[config.mk]
export PLATFORM = sky130hd
export DESIGN_NAME = sequence_playback
export DESIGN_NICKNAME = d
export VERILOG_FILES = /design/src/rtl/simon_pkg.sv /design/src/rtl/pb_timer.sv /design/src/rtl/sequence_playback.sv
export SDC_FILE = /design/constraint.sdc
export NUM_CORES = 1
export LEC_CHECK = 0
export ABC_CLOCK_PERIOD_IN_PS = 4820
export CORE_MARGIN = 1.5
export CORE_UTILIZATION = 50
export CTS_CLUSTER_DIAMETER = 200
export CTS_CLUSTER_SIZE = 16
export DETAILED_ROUTE_END_ITERATION = 16
export GPL_TIMING_DRIVEN = 0
export HOLD_SLACK_MARGIN = 0.1
export PLACE_DENSITY = 0.92
export SLEW_MARGIN = 10
export SYNTH_ARGS = -nofsm -noshare
export SYNTH_HDL_FRONTEND = slang
export SYNTH_SLANG_ARGS = --single-unit
[constraint.sdc]
create_clock -name clk -period 4.82 [get_ports clk]
set_input_delay 0.723 -clock clk [delete_from_list [all_inputs] [get_ports clk]]
set_output_delay 0.723 -clock clk [all_outputs]
set_load 0.005 [all_outputs]
[src/rtl/simon_pkg.sv]
// ============================================================================
// Package     : simon_pkg
// Description : Colour encoding, playback state type and helpers shared by
//               the Simon Says playback and input-checker blocks.
// Revision    : 1.0 - initial release
// ============================================================================
`default_nettype none

package simon_pkg;

    localparam int SEG_LEN = 33;

    typedef enum logic [1:0] {
        RED    = 2'd0,
        GREEN  = 2'd1,
        BLUE   = 2'd2,
        YELLOW = 2'd3
    } color_t;

    typedef enum logic [1:0] {
        IDLE = 2'd0,
        ON   = 2'd1,
        GAP  = 2'd2,
        DONE = 2'd3
    } pb_state_t;

    function automatic logic [3:0] onehot(input color_t c);
        logic [3:0] v;
        v = 4'b0001 << c;
        return v;
    endfunction

    // Rounds past the end of the segment replay the whole segment, never wrap.
    function automatic logic [5:0] clamp_round(input logic [5:0] r);
        logic [5:0] v;
        v = (r > 6'(SEG_LEN - 1)) ? 6'(SEG_LEN - 1) : r;
        return v;
    endfunction

endpackage

`default_nettype wire

[src/rtl/pb_timer.sv]
// ============================================================================
// Module      : pb_timer
// Description : Loadable down-counter; tc_o is high while the count is zero.
// Revision    : 1.0 - initial release
// ============================================================================
`default_nettype none

module pb_timer #(
    parameter int WIDTH = 8
) (
    input  logic             clk,
    input  logic             reset,
    input  logic             load_i,
    input  logic [WIDTH-1:0] load_val_i,
    output logic             tc_o
);

    logic [WIDTH-1:0] count_q;

    always_ff @(posedge clk) begin
        if (reset) begin
            count_q <= '0;
        end else if (load_i) begin
            count_q <= load_val_i;
        end else if (count_q != '0) begin
            count_q <= count_q - 1'b1;
        end
    end

    assign tc_o = (count_q == '0);

endmodule

`default_nettype wire

[src/rtl/sequence_playback.sv]
// ============================================================================
// Module      : sequence_playback
// Description : Plays segment[0..round] on one-hot LEDs, each colour lit for
//               an on-time then dark for a gap, then pulses done.
//               Optional macro PLAYBACK_SPEEDUP_EN shortens on-time in later
//               rounds (ON_CYCLES >> (last/8), minimum 1).
// Revision    : 1.0 - initial release
// ============================================================================
`default_nettype none

module sequence_playback
    import simon_pkg::*;
#(
    parameter int ON_CYCLES  = 25_000_000,
    parameter int GAP_CYCLES = 12_500_000
) (
    input  logic                    clk,
    input  logic                    reset,
    input  logic                    start,
    input  logic [5:0]              round,
    input  logic [SEG_LEN-1:0][1:0] segment,
    output logic [3:0]              led,
    output logic                    busy,
    output logic                    done
);

    localparam int MAX_CYCLES = (ON_CYCLES > GAP_CYCLES) ? ON_CYCLES : GAP_CYCLES;
    localparam int TW         = $clog2(MAX_CYCLES + 1);
    localparam logic [TW-1:0] C_GAP_LOAD = TW'(GAP_CYCLES - 1);

    pb_state_t   state_q;
    logic [5:0]  index_q;
    logic [5:0]  last_q;
    logic [5:0]  w_last_new;
    logic [TW-1:0] w_on_load;
    logic          w_load;
    logic [TW-1:0] w_load_val;
    logic          w_tc;

    assign w_last_new = clamp_round(round);

`ifdef PLAYBACK_SPEEDUP_EN
    // The shift is taken from the round being started while IDLE, otherwise
    // from the latched value, so the first ON phase already runs fast.
    logic [5:0]    w_last_sel;
    logic [2:0]    w_shift;
    logic [TW-1:0] w_on_eff;

    assign w_last_sel = (state_q == IDLE) ? w_last_new : last_q;
    assign w_shift    = w_last_sel[5:3];
    assign w_on_eff   = TW'(ON_CYCLES) >> w_shift;
    assign w_on_load  = (w_on_eff == '0) ? '0 : (w_on_eff - 1'b1);
`else
    assign w_on_load  = TW'(ON_CYCLES - 1);
`endif

    always_comb begin
        w_load     = 1'b0;
        w_load_val = '0;
        case (state_q)
            IDLE: begin
                w_load     = start;
                w_load_val = w_on_load;
            end
            ON: begin
                w_load     = w_tc;
                w_load_val = C_GAP_LOAD;
            end
            GAP: begin
                w_load     = w_tc && (index_q != last_q);
                w_load_val = w_on_load;
            end
            default: begin
                w_load     = 1'b0;
                w_load_val = '0;
            end
        endcase
    end

    pb_timer #(
        .WIDTH (TW)
    ) u_timer (
        .clk        (clk),
        .reset      (reset),
        .load_i     (w_load),
        .load_val_i (w_load_val),
        .tc_o       (w_tc)
    );

    always_ff @(posedge clk) begin
        if (reset) begin
            state_q <= IDLE;
            index_q <= '0;
            last_q  <= '0;
            led     <= '0;
            busy    <= 1'b0;
            done    <= 1'b0;
        end else begin
            case (state_q)
                IDLE: begin
                    done <= 1'b0;
                    if (start) begin
                        state_q <= ON;
                        last_q  <= w_last_new;
                        index_q <= '0;
                        led     <= onehot(color_t'(segment[0]));
                        busy    <= 1'b1;
                    end
                end
                ON: begin
                    if (w_tc) begin
                        state_q <= GAP;
                        led     <= '0;
                    end
                end
                GAP: begin
                    if (w_tc) begin
                        if (index_q == last_q) begin
                            state_q <= DONE;
                            busy    <= 1'b0;
                            done    <= 1'b1;
                        end else begin
                            state_q <= ON;
                            index_q <= index_q + 6'd1;
                            led     <= onehot(color_t'(segment[index_q + 6'd1]));
                        end
                    end
                end
                default: begin
                    state_q <= IDLE;
                    done    <= 1'b0;
                    busy    <= 1'b0;
                    led     <= '0;
                end
            endcase
        end
    end

endmodule

`default_nettype wire
==> metrics.md <==
| Metric | Value |
|---|---|
| Slew headroom | 52.38% |
| Fin. Hold Viols | 0 |
| Slew Viols, Final | 0 |
| Hold WC Path Type | register to register |
| Final setup TNS | 0 ns |
| Total number of H-tree levels | 2 |
| Hpwl dp | 6294 µm |
| Ys async rst share | 0% |
| Row Count | 27 |
| CTS Sinks | 45 |
| Register area | 900.9 µm² |
| Power density cells | 228.4 nW/µm² |
| # setup viols final | 0 |
| Cell taking the most area after synthesis | dfxtp_1 |
| Area Overhead vs Synth | 33.71% |
| Num ports | 81 |
| Sequential fraction of the synthesis area | 30.91% |
| Pwr Total | 0.8899 mW |
| Cts bufs inserted | 5 |
| Area of the core | 5574 µm² |
| Fillers | 416 |
| Share of cells above drive strength 1 | 8.314% |
| Cells resized by post-CTS repair | 0 |
| Critical path class | register to register |
| Largest net degree at the start of global routing | 14 |
| Crit share post-route | 68.88% |
| Status | finished clean |
| All-Layer GR Usage | 27.16% |
| Total gr overflow | 0 |
| DR WL/cell | 16.04 µm |
| Clk_skew | 0.007511 ns |
| CP max FO | 10 |
| Clock-pin slew on the worst setup and hold paths | 0.07 ns |
| Main synth FF type | dfxtp_1 |
| Mapped Avg Cell Area | 8.422 µm² |
| Count of unique library cells instantiated by Yosys | 53 |
| Chip Height | 79.34 µm |
| Fmax | 301.2 MHz |
| Vias post-DR | 3012 |
| Mapped Nets | 423 |
| Worst-case clock buffer depth | 2 |
| Post-CTS Setup Bufs | 0 |
| First drt pass iteration count | 6 |
| First-pass GRT wire length | 13650 µm |
| Vias in the first global route | 2958 |
| Vias per cell | 5.964 |
| CTS root buffer | clkbuf_8 |
| Final wirelength | 8100 µm |
| Post-Syn Instances | 346 |
| Yosys warning total | 0 |
| Pleak | 1.374 nW |
| Critical path startpoint category | register |
| Worst VDD drop | 0.0002556 V |
| Die width | 79.34 µm |
| Worst-Skew Late Latency | 0.30 ns |
| Fin util | 69.90% |
| # nets final | 509 |
| Area of the multi-input gates | 1894 µm² |
| Remaining DRCs | 0 |
| Synthesized area | 2914 µm² |
| Routed Antenna Nets | 0 |
| #FFs+latches synth | 45 |
| Initial antenna violation count | 0 |
| Most frequent cells in the layout | clkdlybuf4s50_1, dfxtp_1, a21oi_1 |
| RSZ-0062 raised after global routing | no |
| Initial core utilization | 52.28% |
| CTS Hold Bufs | 0 |
| Post-layout minimum cycle time | 3.320 ns |
| Least-Margin Pin Slew | 0.7119 ns |
| DRT iter0 DRCs | 223 |
| Commonest non-fill, non-tap cell in the layout | clkdlybuf4s50_1 |
| Die area | 6295 µm² |
| # port buffers | 79 |
| Area contributors post-synth | dfxtp_1, mux4_2, a21oi_1, xnor2_1, nand2_1 |
| Post-synth EDFFs | 0 |
| Worst EP required | 5.01 ns |
| CP Data Arrival Time | 3.51 ns |
| Placer congestion estimate | 0.8852 |
| Post-synth top area share | 30.91% |
| N_diodes | 0 |
| Element type at the critical path end | register |
| CTS tree | yes |
| Max Cap Viol | 0 |
## path summary, 6_finish.rpt
path,start,to,slack (ns),cells past startpoint
max,index_q[1],led[2],1.50,10
min,led[1],led[1],0.47,1
max reg2reg,index_q[1],led[2],1.50,10
min reg2reg,led[1],led[1],0.47,1
## cell type report
class | count | area share, %
Buffer | 23 | 2.376
Multi-Input combinational cell | 271 | 48.62
Tap cell | 72 | 2.312
Clock buffer | 7 | 2.473
Clock inverter | 1 | 0.1285
Timing Repair Buffer | 79 | 20.30
Inverter | 7 | 0.6744
Sequential cell | 45 | 23.12
## report_power, final
| part | total [mW] | switching [mW] | leakage [nW] | internal [mW] |
|---|---|---|---|---|
| combinational | 0.214 | 0.0919 | 0.950 | 0.122 |
| clock | 0.252 | 0.123 | 0.0542 | 0.130 |
| sequential | 0.424 | 0.0262 | 0.369 | 0.398 |
| total | 0.890 | 0.241 | 1.37 | 0.649 |
## stage by stage
stage               setup slack (ns)  instance area, µm²  std cells  hold WS, ns
floorplan                      2.100                2914        346       0.4436
global placement               1.692                3795        497       0.4522
detailed placement             1.571                3795        497       0.4557
CTS                            1.561                3896        505       0.4735
global route                   1.325                3896        505       0.4923
finish                         1.500                3896        505       0.4666
## flip-flops by register name, indices dropped and copies added, names as in the netlist
signal and flops:
done 1, led 4, index_q 6, u_timer.count_q 25
state_q 2, last_q 6, busy 1
## layer usage
metal | global-route usage [%] | part of all wire, % | vias to the layer above
met5 | 0 | 0 | -
met1 | 35.97 | 43 | 1401
met3 | 5.172 | 7.4 | 22
li1 | - | - | 1439
met2 | 44.62 | 47 | 150
met4 | 8.421 | 1.9 | 0
## worst max-delay path, cell delays in order, from the launching register on
cell	delay (ns)
dfxtp_1	0.48
ha_1	0.19
buf_2	0.19
xor2_1	0.40
clkbuf_1	0.49
nor3b_1	0.13
nor4_1	0.28
a2bb2oi_1	0.14
a311oi_1	0.54
nor2_1	0.11
a32o_1	0.27
## Yosys cell counts (all sizes together), types with 2 or more instances
master	number
nor3	17
xor2	12
buf	6
nand3b	10
nor3b	5
or4	3
nor2	27
mux4	11
xnor2	21
mux2i	7
nand3	10
a21oi	38
o31ai	2
or3	5
a211o	2
or2	2
a31oi	2
o22ai	2
nor2b	2
dfxtp	45
nand2	36
and2	4
nand2b	3
a211oi	2
o211ai	2
inv	7
a41o	2
ha	2
a31o	2
nand4	4
a22oi	2
clkbuf	17
o21ai	5
nor4	11
mux2	4
## cells by family (layout without fill, tap and decap cells)
| family | after synthesis | in the layout | synth area share, % |
|---|---|---|---|
| AOI/OAI and AO/OA | 73 | 73 | 16.36 |
| xor gates and xnor gates | 33 | 33 | 9.919 |
| adders and majority gates | 2 | 2 | 0.8586 |
| buffers and inverters | 30 | 117 | 4.079 |
| DFF | 45 | 45 | 30.91 |
| muxes | 22 | 22 | 12.45 |
| and+or+nand+nor | 141 | 141 | 25.42 |
Note: power is estimated with default switching activity, not from simulation.
